<file path="src/rtl/prefetch_unit_pkg.sv">
`default_nettype none
// =============================================================================
// Module      : prefetch_unit_pkg
// Description : Shared types and constants for the decoupled fetch stage.
// Revision    : 1.0 - initial release
// =============================================================================
package prefetch_unit_pkg;

    localparam int unsigned c_XLEN       = 32;
    localparam int unsigned c_INST_BYTES = 4;

    // Fetch -> decode stage register, layout shared with the older fetch stage.
    typedef struct packed {
        logic [c_XLEN-1:0] pc;
        logic [c_XLEN-1:0] inst;
    } if_id_t;

    typedef struct packed {
        logic [c_XLEN-1:0] pc;
        logic [c_XLEN-1:0] inst;
    } fetch_entry_t;

    // No compressed instructions: fetch addresses are always word aligned.
    function automatic logic [c_XLEN-1:0] align_pc(input logic [c_XLEN-1:0] pc);
        return {pc[c_XLEN-1:2], 2'b00};
    endfunction

endpackage : prefetch_unit_pkg
`default_nettype wire

</file>
<file path="src/rtl/prefetch_unit_if.sv">
`default_nettype none
// =============================================================================
// Module      : prefetch_unit_if
// Description : Instruction-memory, redirect and IF/ID stream bundle.
// Revision    : 1.0 - initial release
// =============================================================================
interface prefetch_unit_if
    import prefetch_unit_pkg::*;
#(
    parameter int unsigned XLEN = c_XLEN
);

    logic            imem_req_valid;
    logic            imem_req_ready;
    logic [XLEN-1:0] imem_req_addr;
    logic            imem_rsp_valid;
    logic [XLEN-1:0] imem_rsp_data;

    logic            redirect_valid;
    logic [XLEN-1:0] redirect_pc;

    logic            if_id_valid;
    logic            if_id_ready;
    if_id_t          if_id_reg;

    // Fetch unit side
    modport master (
        output imem_req_valid,
        output imem_req_addr,
        input  imem_req_ready,
        input  imem_rsp_valid,
        input  imem_rsp_data,
        input  redirect_valid,
        input  redirect_pc,
        output if_id_valid,
        output if_id_reg,
        input  if_id_ready
    );

    // Memory / execute / decode side
    modport slave (
        input  imem_req_valid,
        input  imem_req_addr,
        output imem_req_ready,
        output imem_rsp_valid,
        output imem_rsp_data,
        output redirect_valid,
        output redirect_pc,
        input  if_id_valid,
        input  if_id_reg,
        output if_id_ready
    );

endinterface : prefetch_unit_if
`default_nettype wire

</file>
<file path="src/rtl/prefetch_unit_fetch_fifo.sv">
`default_nettype none
// =============================================================================
// Module      : prefetch_unit_fetch_fifo
// Description : Synchronous FIFO with push/pop/flush, occupancy and flags.
// Revision    : 1.0 - initial release
// =============================================================================
module prefetch_unit_fetch_fifo #(
    parameter int unsigned WIDTH = 64,
    parameter int unsigned DEPTH = 4
) (
    input  wire logic                     clk,
    input  wire logic                     reset,
    input  wire logic                     i_push,
    input  wire logic [WIDTH-1:0]         i_push_data,
    input  wire logic                     i_pop,
    input  wire logic                     i_flush,
    output logic      [WIDTH-1:0]         o_head,
    output logic      [$clog2(DEPTH):0]   o_count,
    output logic                          o_full,
    output logic                          o_empty
);

    localparam int unsigned   c_AW   = $clog2(DEPTH);
    localparam logic [c_AW:0] c_FULL = (c_AW + 1)'(DEPTH);

    logic [WIDTH-1:0] r_mem [DEPTH];
    logic [c_AW-1:0]  r_wr_ptr;
    logic [c_AW-1:0]  r_rd_ptr;
    logic [c_AW:0]    r_count;

    logic w_push_ok;
    logic w_pop_ok;

    assign w_push_ok = i_push && !o_full;
    assign w_pop_ok  = i_pop  && !o_empty;

    // Pointers wrap naturally because DEPTH is a power of two.
    always_ff @(posedge clk or posedge reset) begin
        if (reset) begin
            r_wr_ptr <= '0;
            r_rd_ptr <= '0;
            r_count  <= '0;
        end else if (i_flush) begin
            r_wr_ptr <= '0;
            r_rd_ptr <= '0;
            r_count  <= '0;
        end else begin
            if (w_push_ok) begin
                r_wr_ptr <= r_wr_ptr + 1'b1;
            end
            if (w_pop_ok) begin
                r_rd_ptr <= r_rd_ptr + 1'b1;
            end
            case ({w_push_ok, w_pop_ok})
                2'b10:   r_count <= r_count + 1'b1;
                2'b01:   r_count <= r_count - 1'b1;
                default: r_count <= r_count;
            endcase
        end
    end

    always_ff @(posedge clk) begin
        if (w_push_ok && !i_flush) begin
            r_mem[r_wr_ptr] <= i_push_data;
        end
    end

    assign o_head  = r_mem[r_rd_ptr];
    assign o_count = r_count;
    assign o_full  = (r_count == c_FULL);
    assign o_empty = (r_count == '0);

endmodule : prefetch_unit_fetch_fifo
`default_nettype wire

</file>
<file path="src/rtl/prefetch_unit.sv">
`default_nettype none
// =============================================================================
// Module      : prefetch_unit
// Description : Decoupled fetch stage: PC owner, pipelined imem reads, IF/ID FIFO.
//               Optional FETCH_STATS_EN adds stall/flush event counters.
// Revision    : 1.0 - initial release
// =============================================================================
module prefetch_unit
    import prefetch_unit_pkg::*;
#(
    parameter int unsigned     XLEN     = c_XLEN,
    parameter int unsigned     DEPTH    = 4,
    parameter logic [XLEN-1:0] RESET_PC = '0
) (
    input  wire logic          clk,
    input  wire logic          reset,
    prefetch_unit_if.master    bus
`ifdef FETCH_STATS_EN
    ,
    output logic [31:0]        stat_stall_cycles,
    output logic [31:0]        stat_flushes
`endif
);

    localparam int unsigned   c_CW     = $clog2(DEPTH) + 1;
    localparam logic [c_CW:0] c_CREDIT = (c_CW + 1)'(DEPTH);

    logic [XLEN-1:0]  r_fetch_pc;
    logic [c_CW-1:0]  r_discard;

    logic [c_CW-1:0]  w_inflight;
    logic [c_CW-1:0]  w_inflight_next;
    logic [c_CW-1:0]  w_count;
    logic [c_CW:0]    w_occupancy;
    logic [XLEN-1:0]  w_tag_head;
    logic             w_tag_full;
    logic             w_tag_empty;
    logic             w_data_full;
    logic             w_data_empty;
    fetch_entry_t     w_push_entry;
    fetch_entry_t     w_head_entry;

    logic             w_credit;
    logic             w_req_valid;
    logic             w_fire;
    logic             w_rsp_accept;
    logic             w_rsp_keep;
    logic             w_if_id_valid;
    logic             w_pop;

    // Requests in flight plus buffered words never exceed DEPTH, so every
    // response has a FIFO slot waiting for it.
    assign w_occupancy  = {1'b0, w_inflight} + {1'b0, w_count};
    assign w_credit     = (w_occupancy < c_CREDIT) && !w_tag_full && !w_data_full;
    assign w_req_valid  = !reset && !bus.redirect_valid && w_credit;
    assign w_fire       = w_req_valid && bus.imem_req_ready;

    // A response with no tag outstanding is a protocol error and is ignored.
    assign w_rsp_accept = bus.imem_rsp_valid && !w_tag_empty;
    assign w_rsp_keep   = w_rsp_accept && !bus.redirect_valid && (r_discard == '0);

    assign w_inflight_next = w_inflight - c_CW'(w_rsp_accept);

    assign w_if_id_valid = !w_data_empty && !bus.redirect_valid;
    assign w_pop         = w_if_id_valid && bus.if_id_ready;

    assign w_push_entry = '{pc: w_tag_head, inst: bus.imem_rsp_data};

    // Tag queue tracks the PC of every outstanding request; its occupancy is
    // the in-flight count. Never flushed: stale responses still pop their tag.
    prefetch_unit_fetch_fifo #(
        .WIDTH (XLEN),
        .DEPTH (DEPTH)
    ) u_tag_fifo (
        .clk         (clk),
        .reset       (reset),
        .i_push      (w_fire),
        .i_push_data (r_fetch_pc),
        .i_pop       (w_rsp_accept),
        .i_flush     (1'b0),
        .o_head      (w_tag_head),
        .o_count     (w_inflight),
        .o_full      (w_tag_full),
        .o_empty     (w_tag_empty)
    );

    prefetch_unit_fetch_fifo #(
        .WIDTH ($bits(fetch_entry_t)),
        .DEPTH (DEPTH)
    ) u_data_fifo (
        .clk         (clk),
        .reset       (reset),
        .i_push      (w_rsp_keep),
        .i_push_data (w_push_entry),
        .i_pop       (w_pop),
        .i_flush     (bus.redirect_valid),
        .o_head      (w_head_entry),
        .o_count     (w_count),
        .o_full      (w_data_full),
        .o_empty     (w_data_empty)
    );

    // On redirect every request still outstanding belongs to the old path.
    always_ff @(posedge clk or posedge reset) begin
        if (reset) begin
            r_fetch_pc <= RESET_PC;
            r_discard  <= '0;
        end else if (bus.redirect_valid) begin
            r_fetch_pc <= align_pc(bus.redirect_pc);
            r_discard  <= w_inflight_next;
        end else begin
            if (w_fire) begin
                r_fetch_pc <= r_fetch_pc + XLEN'(c_INST_BYTES);
            end
            if (w_rsp_accept && (r_discard != '0)) begin
                r_discard <= r_discard - c_CW'(1);
            end
        end
    end

    assign bus.imem_req_valid = w_req_valid;
    assign bus.imem_req_addr  = r_fetch_pc;
    assign bus.if_id_valid    = w_if_id_valid;
    assign bus.if_id_reg      = w_data_empty ? '0 : if_id_t'(w_head_entry);

`ifdef FETCH_STATS_EN
    logic [31:0] r_stall_cycles;
    logic [31:0] r_flushes;

    always_ff @(posedge clk or posedge reset) begin
        if (reset) begin
            r_stall_cycles <= '0;
            r_flushes      <= '0;
        end else begin
            if (w_if_id_valid && !bus.if_id_ready && (r_stall_cycles != '1)) begin
                r_stall_cycles <= r_stall_cycles + 32'd1;
            end
            if (bus.redirect_valid && (r_flushes != '1)) begin
                r_flushes <= r_flushes + 32'd1;
            end
        end
    end

    assign stat_stall_cycles = r_stall_cycles;
    assign stat_flushes      = r_flushes;
`endif

`ifndef SYNTHESIS
    a_rsp_has_tag: assert property (@(posedge clk) disable iff (reset)
        !(bus.imem_rsp_valid && (w_inflight == '0)));
`endif

endmodule : prefetch_unit
`default_nettype wire

</file>
<file path="src/flat_wrapper.sv">
// flat-port wrapper written by rule: the top's interface ports become plain ports
module prefetch_unit_flat import prefetch_unit_pkg::*;
#(
    parameter int unsigned     XLEN     = c_XLEN,
    parameter int unsigned     DEPTH    = 4,
    parameter logic [XLEN-1:0] RESET_PC = '0
)
  (clk, reset, bus_imem_req_valid, bus_imem_req_addr, bus_imem_req_ready, bus_imem_rsp_valid, bus_imem_rsp_data, bus_redirect_valid, bus_redirect_pc, bus_if_id_valid, bus_if_id_reg, bus_if_id_ready);
  prefetch_unit_if #(.XLEN(XLEN)) bus_i ();
  input  wire logic clk;
  input  wire logic reset;
  output wire logic [$bits(bus_i.imem_req_valid)-1:0] bus_imem_req_valid;
  output wire logic [$bits(bus_i.imem_req_addr)-1:0] bus_imem_req_addr;
  input wire logic [$bits(bus_i.imem_req_ready)-1:0] bus_imem_req_ready;
  input wire logic [$bits(bus_i.imem_rsp_valid)-1:0] bus_imem_rsp_valid;
  input wire logic [$bits(bus_i.imem_rsp_data)-1:0] bus_imem_rsp_data;
  input wire logic [$bits(bus_i.redirect_valid)-1:0] bus_redirect_valid;
  input wire logic [$bits(bus_i.redirect_pc)-1:0] bus_redirect_pc;
  output wire logic [$bits(bus_i.if_id_valid)-1:0] bus_if_id_valid;
  output wire logic [$bits(bus_i.if_id_reg)-1:0] bus_if_id_reg;
  input wire logic [$bits(bus_i.if_id_ready)-1:0] bus_if_id_ready;
  assign bus_imem_req_valid = bus_i.imem_req_valid;
  assign bus_imem_req_addr = bus_i.imem_req_addr;
  assign bus_i.imem_req_ready = bus_imem_req_ready;
  assign bus_i.imem_rsp_valid = bus_imem_rsp_valid;
  assign bus_i.imem_rsp_data = bus_imem_rsp_data;
  assign bus_i.redirect_valid = bus_redirect_valid;
  assign bus_i.redirect_pc = bus_redirect_pc;
  assign bus_if_id_valid = bus_i.if_id_valid;
  assign bus_if_id_reg = bus_i.if_id_reg;
  assign bus_i.if_id_ready = bus_if_id_ready;
  prefetch_unit #(.XLEN(XLEN), .DEPTH(DEPTH), .RESET_PC(RESET_PC)) u_core (.clk(clk), .reset(reset), .bus(bus_i));
endmodule
</file>
<file path="config.mk">
export PLATFORM = sky130hd
export DESIGN_NAME = prefetch_unit_flat
export DESIGN_NICKNAME = d
export VERILOG_FILES = /design/src/rtl/prefetch_unit_pkg.sv /design/src/rtl/prefetch_unit_if.sv /design/src/rtl/prefetch_unit_fetch_fifo.sv /design/src/rtl/prefetch_unit.sv /design/src/flat_wrapper.sv
export SDC_FILE = /design/constraint.sdc
export NUM_CORES = 1
export LEC_CHECK = 0
export CAP_MARGIN = 25
export CORE_MARGIN = 4
export CORE_UTILIZATION = 55
export DETAILED_ROUTE_END_ITERATION = 12
export DONT_BUFFER_PORTS = 1
export PLACE_DENSITY = 0.7
export SYNTH_ARGS = -nofsm -noshare
export SYNTH_HDL_FRONTEND = slang
export SYNTH_HIERARCHICAL = 1
export SYNTH_SLANG_ARGS = --single-unit
</file>
<file path="constraint.sdc">
create_clock -name clk -period 5.03 [get_ports clk]
set_input_delay 1.006 -clock clk [delete_from_list [all_inputs] [get_ports clk]]
set_output_delay 1.006 -clock clk [all_outputs]
set_load 0.03 [all_outputs]
</file>
==> metrics <==
Hold Path Class input pin to asynchronous set/reset pin; largest net degree at the start of global routing 68; critical path arrival 2.70 ns; Iteration-0 DRC Markers 511; TritonCTS buffer count 43; clock sinks 431; Yosys top cell by area edfxtp_1; vias post-DR 8467; Synth area leaders edfxtp_1 (66%), mux4_2 (12%), dfrtp_1 (6.7%), nor2b_1 (2.5%), ha_1 (1.1%); fin nets 1054; Register Area 12700 sq um; minimum clock period 3.70 ns; gpl congestion 0.777; Setup crit start u_core/u_data_fifo/r_rd_ptr[0]$_DFFE_PP0P_; asr flop ratio synth 10.9%; Primary FF master, synth edfxtp_1; Max Root-Sink Buffers 3; total negative setup slack 0 ns; Total GRT Usage 18.5%; syn avg cell area 18.5 sq um; number of synthesized register bits 431; Worst-Skew Late Latency 0.55 ns; Worst Skew 0.0243 ns; Final WS setup 1.33 ns; core area 31600 sq um; Worst setup endpoint bus_if_id_reg[19]; number of port buffers 0; share of the synthesized area in the top cell type 65.6%; CTS tree done; CP max-delay cell dfrtp_4; FF-to-FF Start u_core/u_tag_fifo/o_count[0]$_DFFE_PP0P_; initial antenna violation count 1; RSZ-0062 raised after global routing no; Mapped Cells 951; Antenna Nets Post-Route 0; first-pass GRT wire length 50.9 mm; Final Hold Fails 0; crit-path max cell delay 0.97 ns; num ports 168; DRT Pass-1 Iters 5; CP Max Fanout 38; reg2reg end u_core/u_data_fifo/r_mem[0][45]$_DFFE_PP_; Core Rows 65; Ys Warns 6; die height 187 um; pins over their slew limit 0; crit-path cells buf_12, mux4_2, nor2b_1; peak supply drop 269 uV; ANT cells 0; period utilisation layout 73.6%; Starting Density 55.7%; Routed WL per cell 23.1 um; total power divided by cell area 372 nW/um^2; layout overhead on the synthesized area 9.85%; status completed; reg2reg path depth 10; Setup-failing EPs final 0; Post-CTS Hold Fix Bufs 0; sequential area share after synthesis 72.3%; Worst Tran Pin Value 1.00 ns; flop-to-flop setup slack 1.51 ns; stages on the worst setup path 3; Max Cap Viol 0; layout cells sized above 1 19.3%; synthesized area 17600 sq um; GR Overflow Total 0; WP buf/inv 1; Worst slew margin 33.3%; Clock transition at path regs 0.06 ns; CP Launch Type flop; H-tree depth 2; number of global-route vias before repair 8680; Post-Place Setup Slack 1.37 ns; post-synth cell types 62; area of the multi-input gates 4500 sq um; Fillers 2256; vias per std cell 6.03; number of enable flip-flop cells after synthesis 384; PostCTS Resize Cnt 0; Total Wirelength 32.4 mm; critical path capture point type output port; DRC violations left 0; HPWL after detailed placement 19.1 mm; postcts setup bufs 0; CP top delay family flip-flops; die area 34900 sq um; critical path class flop to output port; Leak 0.00616 uW; Peak Freq 270 MHz; Die X 187 um; CTS root buf clkbuf_16; Required @ worst endpoint 4.02 ns
-- routing by layer --
| metal | share of wire, % | global-route usage [%] |
|---|---|---|
| met3 | 7.7 | 4.98 |
| met4 | 1.9 | 4.15 |
| met5 | 0.025 | 0 |
| met1 | 42 | 25.9 |
| met2 | 48 | 29.9 |
-- per-stage QoR --
stage               area, sq um  hold slack (ns)  std cells  power [uW]  utilization (%)
floorplan                 17600            0.521        961        4190                -
global placement          17900            0.546       1323        4230             56.8
detailed placement        17900            0.546       1323        4240             56.8
CTS                       19300            0.259       1402        7260             61.1
global route              19300            0.278       1403        7430             61.2
finish                    19300            0.273       1403        7190             61.2
-- synth_stat cells, types with 6 or more instances --
cell        n
ha_1       15
a21oi_1    18
buf_4       6
o211ai_1   10
nand2b_1    6
inv_1      21
mux4_2     94
nand2_1    39
dfrtp_1    47
nand4_1    10
buf_2      18
edfxtp_1  384
and2_1     11
nor2_1     20
o21ai_0    29
buf_6       6
xor2_1     10
nand3_1    19
clkbuf_1   19
nor2b_1    71
-- worst register-to-register path: stages, from the launching register on --
cell     delay (ns)
dfrtp_1        0.63
or2_2          0.22
nor2_1         0.04
nor2b_1        0.12
buf_4          0.21
nor3b_1        0.21
buf_4          0.21
inv_1          0.09
nor3_1         0.38
and2_4         0.67
buf_4          0.41
-- cell families after synthesis --
logic type,synth area share (%)
buf+inv,2.41
mux,12.5
other cells,0.0213
compound gates,3.56
xor+xnor,0.698
flops,72.3
simple gates,7.20
fa+ha+maj,1.30
-- cells in the final DEF (no fill, tap or decap), drive strengths merged, types with 3 or more instances in the layout --
| master | Yosys | routed |
|---|---|---|
| edfxtp | 384 | 384 |
| mux4 | 96 | 96 |
| nor2b | 71 | 71 |
| clkbuf | 19 | 57 |
| dfrtp | 47 | 47 |
| nand2 | 39 | 39 |
| o21ai | 31 | 31 |
| inv | 21 | 24 |
| nand3 | 20 | 20 |
| nor2 | 20 | 20 |
| a21oi | 18 | 18 |
| buf | 36 | 16 |
| clkinv | 0 | 16 |
| ha | 15 | 15 |
| conb | 1 | 11 |
| nand4 | 11 | 11 |
| and2 | 11 | 11 |
| xor2 | 10 | 10 |
| o211ai | 10 | 10 |
| and3 | 7 | 7 |
| o311ai | 7 | 7 |
| nand2b | 6 | 6 |
| nor3b | 6 | 6 |
| nor3 | 5 | 5 |
| or3 | 5 | 5 |
| and4 | 4 | 4 |
| xnor2 | 4 | 4 |
| or2 | 4 | 4 |
| nand3b | 4 | 4 |
| mux2i | 3 | 3 |
| a31oi | 3 | 3 |
| a211oi | 3 | 3 |
-- state kept, by name, indices dropped and copies added (netlist names) --
name	count
u_core/u_data_fifo/o_count	3
u_core/u_tag_fifo/r_mem	128
u_core/u_tag_fifo/r_wr_ptr	2
u_core/bus.imem_req_addr	30
u_core/u_data_fifo/r_wr_ptr	2
u_core/u_data_fifo/r_rd_ptr	2
u_core/u_tag_fifo/r_rd_ptr	2
u_core/u_data_fifo/r_mem	256
u_core/r_discard	3
u_core/u_tag_fifo/o_count	3
-- worst min path at each step --
stage / start / to / slack (ns)
after detailed placement: u_core/r_discard[1]$_DFFE_PP0P_ / u_core/r_discard[1]$_DFFE_PP0P_ / 0.55
after floorplan: u_core/r_discard[1]$_DFFE_PP0P_ / u_core/r_discard[1]$_DFFE_PP0P_ / 0.52
final: reset / u_core/u_tag_fifo/o_count[1]$_DFFE_PP0P_ / 0.27
after CTS: reset / u_core/u_tag_fifo/o_count[1]$_DFFE_PP0P_ / 0.26
after global placement: u_core/r_discard[1]$_DFFE_PP0P_ / u_core/r_discard[1]$_DFFE_PP0P_ / 0.55
after global routing: reset / u_core/u_data_fifo/o_count[1]$_DFFE_PP0P_ / 0.28
-- report_power, final --
part / leakage [uW] / internal [uW] / switching (uW)
Clock: 0.000663 / 1740 / 1290
Combinational: 0.00145 / 39.5 / 59.9
Sequential: 0.00405 / 3940 / 128
Total: 0.00616 / 5710 / 1480
-- area by class of cell --
| class | count | area share, % |
|---|---|---|
| Clock buffer | 57 | 6.00 |
| Timing Repair Buffer | 16 | 0.855 |
| Clock inverter | 22 | 0.972 |
| Multi-Input combinational cell | 454 | 23.3 |
| Sequential cell | 431 | 65.9 |
| Tap cell | 402 | 2.60 |
| Inverter | 21 | 0.408 |
Power figures use the tool's default switching activity.
